### config.mk
export PLATFORM = sky130hd
export DESIGN_NAME = mux_edge_counter
export DESIGN_NICKNAME = d
export VERILOG_FILES = /design/src/rtl/mux_mon_pkg.sv /design/src/rtl/in_sync_debounce.sv /design/src/rtl/mux_edge_counter.sv
export SDC_FILE = /design/constraint.sdc
export NUM_CORES = 1
export LEC_CHECK = 0
export ABC_CLOCK_PERIOD_IN_PS = 1840
export BUFFER_PORTS_ARGS = -buffer_cell sky130_fd_sc_hd__buf_4
export CAP_MARGIN = 25
export CELL_PAD_IN_SITES_DETAIL_PLACEMENT = 0
export CELL_PAD_IN_SITES_GLOBAL_PLACEMENT = 1
export CORE_UTILIZATION = 41
export CTS_BUF_LIST = sky130_fd_sc_hd__clkbuf_2
export DETAILED_ROUTE_END_ITERATION = 7
export GPL_TIMING_DRIVEN = 0
export PLACE_DENSITY_LB_ADDON = 0.08
export RECOVER_POWER = 50
export SYNTH_ARGS = -nofsm -noshare
export SYNTH_HDL_FRONTEND = slang
export SYNTH_HIERARCHICAL = 1
export SYNTH_SLANG_ARGS = --single-unit
### constraint.sdc
create_clock -name clk -period 1.84 [get_ports clk]
set_clock_uncertainty 0.1 [all_clocks]
set_input_delay 0.276 -clock clk [delete_from_list [all_inputs] [get_ports clk]]
set_output_delay 0.276 -clock clk [all_outputs]
set_load 0.05 [all_outputs]
### src/rtl/mux_mon_pkg.sv
// Shared types and default parameters for the mux output monitor.
package mux_mon_pkg;
    localparam int SYNC_STAGES_DEF     = 2;
    localparam int DEBOUNCE_CYCLES_DEF = 4;
    localparam int CNT_W_DEF           = 8;

    typedef enum logic [0:0] {
        IDLE = 1'b0,
        ACK  = 1'b1
    } snap_state_e;
endpackage

### src/rtl/in_sync_debounce.sv
// Synchroniser and debouncer for the asynchronous mux output.
// rise_pulse is high in the cycle whose closing edge commits a 0->1 level.
module in_sync_debounce
    import mux_mon_pkg::*;
#(
    parameter int SYNC_STAGES     = SYNC_STAGES_DEF,
    parameter int DEBOUNCE_CYCLES = DEBOUNCE_CYCLES_DEF
) (
    input  logic clk,
    input  logic rst_n,
    input  logic sel_in,
    output logic level,
    output logic rise_pulse
);
    localparam int SW = (DEBOUNCE_CYCLES > 1) ? $clog2(DEBOUNCE_CYCLES) : 1;
    localparam logic [SW-1:0] LAST = SW'(DEBOUNCE_CYCLES - 1);

    logic [SYNC_STAGES-1:0] r_sync;
    logic [SW-1:0]          r_stab;
    logic                   r_level;
    logic                   w_sync_q;
    logic                   w_commit;

    assign w_sync_q   = r_sync[SYNC_STAGES-1];
    assign w_commit   = (w_sync_q != r_level) && (r_stab == LAST);
    assign rise_pulse = w_commit && w_sync_q;
    assign level      = r_level;

    always_ff @(posedge clk or negedge rst_n) begin
        if (!rst_n) begin
            r_sync  <= '0;
            r_stab  <= '0;
            r_level <= 1'b0;
        end else begin
            r_sync <= {r_sync[SYNC_STAGES-2:0], sel_in};
            if (w_sync_q == r_level) begin
                r_stab <= '0;
            end else if (w_commit) begin
                r_level <= w_sync_q;
                r_stab  <= '0;
            end else begin
                r_stab <= r_stab + 1'b1;
            end
        end
    end
endmodule

### src/rtl/mux_edge_counter.sv
// Counts debounced rising edges of the mux output and returns the
// count through a level-based four-phase snapshot handshake.
module mux_edge_counter
    import mux_mon_pkg::*;
#(
    parameter int SYNC_STAGES     = SYNC_STAGES_DEF,
    parameter int DEBOUNCE_CYCLES = DEBOUNCE_CYCLES_DEF,
    parameter int CNT_W           = CNT_W_DEF
) (
    input  logic             clk,
    input  logic             rst_n,
    input  logic             ena,
    input  logic             sel_in,
    input  logic             clr,
    input  logic             snap_req,
    output logic             snap_ack,
    output logic [CNT_W-1:0] cnt_q,
    output logic             level,
    output logic             ovf
);
    logic             w_rise;
    logic [CNT_W-1:0] r_cnt;
    logic             r_ovf;
    logic [CNT_W-1:0] r_cnt_q;
    logic             r_ack;
    snap_state_e      r_state;

    in_sync_debounce #(
        .SYNC_STAGES    (SYNC_STAGES),
        .DEBOUNCE_CYCLES(DEBOUNCE_CYCLES)
    ) u_deb (
        .clk       (clk),
        .rst_n     (rst_n),
        .sel_in    (sel_in),
        .level     (level),
        .rise_pulse(w_rise)
    );

    // clr takes priority over a coincident increment
    always_ff @(posedge clk or negedge rst_n) begin
        if (!rst_n) begin
            r_cnt <= '0;
            r_ovf <= 1'b0;
        end else if (clr) begin
            r_cnt <= '0;
            r_ovf <= 1'b0;
        end else if (w_rise && ena) begin
            r_cnt <= r_cnt + 1'b1;
            if (r_cnt == '1) begin
                r_ovf <= 1'b1;
            end
        end
    end

    always_ff @(posedge clk or negedge rst_n) begin
        if (!rst_n) begin
            r_state <= IDLE;
            r_ack   <= 1'b0;
            r_cnt_q <= '0;
        end else begin
            unique case (r_state)
                IDLE: begin
                    if (snap_req) begin
                        r_cnt_q <= r_cnt;
                        r_ack   <= 1'b1;
                        r_state <= ACK;
                    end
                end
                ACK: begin
                    if (!snap_req) begin
                        r_ack   <= 1'b0;
                        r_state <= IDLE;
                    end
                end
                default: begin
                    r_state <= IDLE;
                    r_ack   <= 1'b0;
                end
            endcase
        end
    end

    assign snap_ack = r_ack;
    assign cnt_q    = r_cnt_q;
    assign ovf      = r_ovf;
endmodule

==> reports/metrics.yaml, run 1 <==
slew_headroom_pct: 61.2
vias: 678
dr.pass1.iters: 2
fillers: 206
seq_area_frac_synth_pct: 61.1
synth_top_family_by_area: "simple AND/OR/NAND/NOR gates"
rows: 17
cp_data_required_time_ps: 2000
drt.antenna.violating_nets: 0
fin_crit_ps: 1750
cts_buffer_depth: 2
crit_fanout: 8
path_clk_slew_ps: 210
ys.warnings.count: 6
core-area_sq_um: 2230
hpwl_mm: 1.15
worst_hold_slack_ps: 126
final_cell_mix: "dfrtp_1 (24), buf_4 (15), mux2_2 (8)"
vdd.ir_drop.worst_mv: 0.589
yosys.area_share.xor_xnor_pct: 2.67
worst_pin_slew_ps: 582
finalHoldViolCount: 0
avgSynthCellArea_sq_um: 12.3
finish.utilization_pct: 55.2
syn_to_final_growth_pct: 25.3
ys_types: 24
cts.sinks: 24
cap_violations: 0
clkLatencyLatePin_ps: 320
synthAdderAreaFrac_pct: 3.82
grt_max_degree: 25
startpoint_type: "register"
gp_congestion: 0.708
slew_viol_final: 0
p_leak_uw: 0.000578
critPathTopFamily: "simple AND/OR/NAND/NOR gates"
die_x_um: 51.0
cp_slowest_cell: "or4_4"
die_area_sq_um: 2600
cts.htree.levels: 1
grt_first_pass_wirelength_mm: 2.99
port_buffers: 15
drc: 0
max_stage_delay_ps: 520
first_global_vias: 643
max_freq_ghz: 0.571
hp-class: "in -> reg"
die_y_um: 51.0
synth_compound_area_share_pct: 8.14
nets: 115
diodes: 0
synth_mux_area_share_pct: 9.16
synth_top_area_share_pct: 61.1
dp_cells: 123
root_buffer: "clkbuf_2"
worstPathCellList: "ha_4 -> nand2_1 -> nor2_4 -> nand2_4 -> or4_4 -> a21oi_2"
ys_seq_elements: 24
post-route-period-util_pct: 95.2
syn_area_sq_um: 983
tritoncts: "done"
grt_overflow_total: 0
track_usage_pct: 15.9
layout-drive-gt1-share_pct: 36.2
drt_wl_total_mm: 1.67
crit_path_end_kind: "register"
criticalPathCategory: "reg -> reg"
initial_core_util_pct: 44.0
path_buf_inv: 0
cp.arrival_ps: 1920
grt_antenna_before_repair: 0
wl_per_cell_um: 12.5
finalNonFillerCells: 133
synthTopCellsByArea: "dfrtp_1 (61%), mux2_2 (9.2%), ha_1 (3.8%)"
postSynthNetCount: 89
status: "finished clean"
syn_inst: 80
setup_viol: 0
layout_commonest_cell: "dfrtp_1"
post-synth-top-area-cell: "dfrtp_1"
yosys.area_share.simple_pct: 12.8
drtIter0Drc: 10
p_per_area_nw_per_um2: 821
num_io_pins: 17
via_per_inst: 5.10
cts_made_buffers: 3
-- worst min-delay path: cells and delay by family --
family,cells,cell delay (ps)
AND/OR/NAND/NOR,1,80
buffers and inverters,1,130
AO/OA/AOI/OAI,1,60
-- per-stage QoR --
stage	power [uW]	setup TNS (ps)	setup slack [ps]	cell area (sq um)
detailed placement	772	-196	-89.3	1130
CTS	997	0	18.8	1190
global route	1080	-11.1	-6.97	1230
global placement	766	-142	-70.6	1130
finish	1010	0	88.7	1230
floorplan	712	0	39.8	983
-- synthesized netlist by cell type (all sizes together) --
cell    instances
clkbuf          1
nand4           2
xor2            2
or3             3
nand3           4
xnor2           1
o21ba           1
dfrtp          24
o31ai           2
ha              3
o21ai           5
buf             1
or4             2
nor3            2
nand2           5
nor2b           1
nor2            3
inv             4
a21oi           6
mux2            8
-- path summary, 6_finish.rpt --
check | endpoint | depth (start not counted) | start | slack, ps
worst max-delay path | r_cnt[5] | 6 | u_deb/r_stab[0] | 90
worst min-delay path | r_cnt[1] | 3 | ena | 130
worst max register to register | r_cnt[5] | 6 | u_deb/r_stab[0] | 90
worst min register to register | u_deb/r_sync[1] | 0 | u_deb/r_sync[0] | 280
max in group asynchronous | r_state | 2 | rst_n | 920
min in group asynchronous | r_cnt[1] | 2 | rst_n | 350
-- power breakdown --
group	internal, uW	switching (uW)
combinational	99.5	119
sequential	564	36.4
clock	47.3	147
total	711	302
-- state kept, by name (all words and copies together), names as in the netlist --
register      cells
cnt_q             8
r_cnt             8
r_state           1
ovf               1
u_deb/r_stab      2
snap_ack          1
u_deb/r_sync      2
u_deb/level       1
-- logic make-up (layout without fill, tap and decap cells) --
kind of cell	after synthesis	after routing
compound gates	14	14
xor+xnor	3	3
fa+ha+maj	3	3
buf+inv	6	31
flops	24	24
mux	8	8
simple gates	22	22
-- routing by layer --
| layer | global-route usage (%) | up-vias | wire, um |
|---|---|---|---|
| met3 | 3.57 | 2 | 64 |
| met4 | 6.94 | 0 | 9 |
| met1 | 21.7 | 328 | 866 |
| met2 | 24.1 | 16 | 728 |
| met5 | 0 | - | 0 |
| li1 | - | 332 | - |
-- repair_timing --
item / CTS / global route
endpoints found under the hold margin: 26 / 0
hold buffers: 3 / 0
buffers inserted: 1 / 2
resized for setup: 2 / 5
setup endpoints to repair: 5 / 5
pin swaps: 0 / 5
-- layout make-up --
class	count	area (sq um)	share of cell area [%]
Clock inverter	1	3.75	0.305
Timing Repair Buffer	21	163	13.2
Clock buffer	3	15.0	1.22
Sequential cell	24	601	48.7
Buffer	2	7.51	0.609
Tap cell	28	35.0	2.84
Multi-Input combinational cell	50	393	31.9
Inverter	4	15.0	1.22
No activity file was read; power rests on OpenSTA's default activity.
==> run 2: changes to the inputs <==
SYNTH_HIERARCHICAL = not set   (was 1)
==> run 2 against run 1 <==
Compared with the run above: sequential power decreased by 1%; cell area is 0.51% lower; core utilization fell by 0.80 points; global-route usage grew 0.41 points; sequential cell count stayed put; clock-buffer cell count did not move; non-clock buffer count fell by 2; worst hold slack better by 54 ps; area after synthesis grew 2.4%; register-to-register slack better by 80 ps; first-iteration DRC count shrank 60%; maximum frequency up 4.8%.
==> reports/metrics.yaml, run 2 <==
seq_area_frac_synth_pct: 59.6  # was 61.1%
root_buffer: "clkbuf_2"  # unchanged
diodes: 0  # unchanged
via_per_inst: 5.09  # was 5.10
hpwl_mm: 1.21  # was 1.15 mm
ys_seq_elements: 24  # unchanged
yosysMostFrequentCell: "dfrtp_1"  # unchanged
grt_first_pass_wirelength_mm: 3.10  # was 2.99 mm
cp_data_required_time_ps: 2030  # was 2000 ps
finalHoldViolCount: 0  # unchanged
synth_flop_cell: "dfrtp_1"  # unchanged
grt_antenna_before_repair: 0  # unchanged
worst_pin_slew_ps: 1300  # was 582 ps
hp-class: "in -> reg"  # unchanged
layout_commonest_cell: "dfrtp_1"  # unchanged
die_y_um: 51.6  # was 51.0 um
grt_max_degree: 25  # unchanged
cap_violations: 0  # unchanged
synthArstFlopShare_pct: 100  # unchanged
post-cts-setup-buffer-count: 0  # was 1
die_x_um: 51.6  # was 51.0 um
rr_worst_depth: 4  # was 6
synth_top_area_share_pct: 59.6  # was 61.1%
criticalPathCategory: "reg -> reg"  # unchanged
wl_per_cell_um: 13.6  # was 12.5 um
grt_overflow_total: 0  # unchanged
rrSetupSlack_ps: 170  # was 90 ps
crit_fanout: 6  # was 8
fin_crit_ps: 1670  # was 1750 ps
ys_types: 22  # was 24
syn_to_final_growth_pct: 21.7  # was 25.3%
num_io_pins: 17  # unchanged
cts_made_buffers: 3  # unchanged
slew_headroom_pct: 13.5  # was 61.2%
cts.sinks: 24  # unchanged
core-area_sq_um: 2250  # was 2230 sq um
first_global_vias: 700  # was 643
startpoint_type: "register"  # unchanged
p_per_area_nw_per_um2: 931  # was 821 nW/um^2
min_delay_path_depth: 2  # was 3
setup_viol: 0  # unchanged
drt_wl_total_mm: 1.76  # was 1.67 mm
cts_buffer_depth: 2  # unchanged
drc: 0  # unchanged
tritoncts: "done"  # unchanged
clkLatencyLatePin_ps: 350  # was 320 ps
finish.utilization_pct: 54.4  # was 55.2%
track_usage_pct: 16.3  # was 15.9%
ys_top_cells_by_count: "dfrtp_1 (24), mux2_2 (9), a21oi_1 (7)"  # was dfrtp_1 (24), mux2_2 (8), a21oi_1 (6)
vdd.ir_drop.worst_mv: 0.588  # was 0.589 mV
rsz0062_at_grt: "false"
max_freq_ghz: 0.598  # was 0.571 GHz
rows: 17  # unchanged
synthTopCellsByArea: "dfrtp_1 (60%), mux2_2 (10%), ha_1 (3.7%)"  # was dfrtp_1 (61%), mux2_2 (9.2%), ha_1 (3.8%)
postSynthNetCount: 88  # was 89
post-synth-top-area-cell: "dfrtp_1"  # unchanged
crit_path_end_kind: "register"  # unchanged
finalPower_uw: 1140  # was 1010 uW
final_cell_mix: "dfrtp_1 (24), buf_4 (12), mux2_2 (9)"  # was dfrtp_1 (24), buf_4 (15), mux2_2 (8)
port_buffers: 15  # unchanged
gp_congestion: 0.752  # was 0.708
ys.warnings.count: 0  # was 6
cp.arrival_ps: 1860  # was 1920 ps
r2r_end: "r_cnt[7]"  # was r_cnt[5]
cts.htree.levels: 1  # unchanged
slew_viol_final: 0  # unchanged
hold_end: "r_cnt[0]"  # was r_cnt[1]
drt.antenna.violating_nets: 0  # unchanged
synth-edff-count: 0  # unchanged
setup_tns_ps: 0  # unchanged
min_from: "clr"  # was ena
syn_inst: 79  # was 80
path_clk_slew_ps: 230  # was 210 ps
reg2reg_from: "u_deb.r_stab[0]"  # was u_deb/r_stab[0]
nets: 111  # was 115
initial_core_util_pct: 44.7  # was 44.0%
dr.pass1.iters: 2  # unchanged
status: "finished clean"  # unchanged
syn_area_sq_um: 1010  # was 983 sq um
die_area_sq_um: 2660  # was 2600 sq um
p_leak_uw: 0.000591  # was 0.000578 uW
post-route-period-util_pct: 90.8  # was 95.2%
avgSynthCellArea_sq_um: 12.7  # was 12.3 sq um
vias: 657  # was 678
drtIter0Drc: 4  # was 10
layout-drive-gt1-share_pct: 28.7  # was 36.2%
## run 2: timing repair
| action | CTS | global route |
|---|---|---|
| hold endpoints to repair | 26 | 0 |
| resized for setup | 0 | 0 |
| hold buffers | 3 | 0 |
## run 2: worst max-delay path by stage
| stage | startpoint | end | slack, ps |
|---|---|---|---|
| 6_report | u_deb.r_stab[0] | r_cnt[7] | 170 |
| 2_1_floorplan | u_deb.level | r_cnt[5] | 190 |
| 5_1_grt | rst_n | cnt_q[2] | 30 |
| 4_1_cts | u_deb.r_stab[0] | r_cnt[7] | 140 |
| 3_3_place_gp | u_deb.r_stab[0] | r_cnt[5] | 260 |
| 3_5_place_dp | u_deb.r_stab[0] | r_cnt[7] | 200 |
## run 2: power by group
group | leakage, uW | switching (uW) | total [uW] | internal [uW]
logic | 0.000242 | 112 | 195 | 82.8
clock network | 0.0000266 | 165 | 353 | 187
registers | 0.000322 | 28.4 | 594 | 565
## run 2: layout make-up
| type | count | area, sq um |
|---|---|---|
| tap | 28 | 35.0 |
| fill | 215 | 1030 |
| buffer | 3 | 21.3 |
| sequential | 24 | 601 |
| timing repair buffer | 18 | 139 |
| clock inverter | 1 | 30.0 |
| multi-input combinational | 47 | 367 |
| inverter | 5 | 18.8 |
| clock buffer | 3 | 15.0 |
## run 2: logic make-up after synthesis
family | Yosys count | synth area share [%]
xor gates and xnor gates | 2 | 1.74
DFF | 24 | 59.6
AOI/OAI and AO/OA | 14 | 7.95
and+or+nand+nor | 18 | 11.9
adders and majority gates | 3 | 3.73
muxes | 10 | 11.1
buffers and inverters | 8 | 3.97
## run 2: critical path, cell delays in order, from the launching register on
cell,delay [ps]
dfrtp_1,420
ha_1,240
nand4b_4,150
or4_1,520
a21oi_1,170
## run 2: per-layer routing
metal | track usage, % | wire (um) | vias to the layer above | part of all wire (%)
met5 | 0 | 0 | - | 0
met4 | 10.8 | 44 | 0 | 2.5
met3 | 3.51 | 41 | 5 | 2.3
met2 | 26.6 | 865 | 11 | 49
met1 | 19.2 | 807 | 315 | 46
li1 | - | - | 326 | -
## run 2: metrics by stage
step / area [sq um] / hold slack [ps] / cells / setup slack [ps]
after global routing: 1230 / 185 / 129 / 27.2
after floorplan: 1010 / -120 / 79 / 188
after global placement: 1150 / 92.9 / 122 / 259
after detailed placement: 1150 / 95.4 / 122 / 201
final: 1230 / 180 / 129 / 169
after CTS: 1230 / 177 / 129 / 145
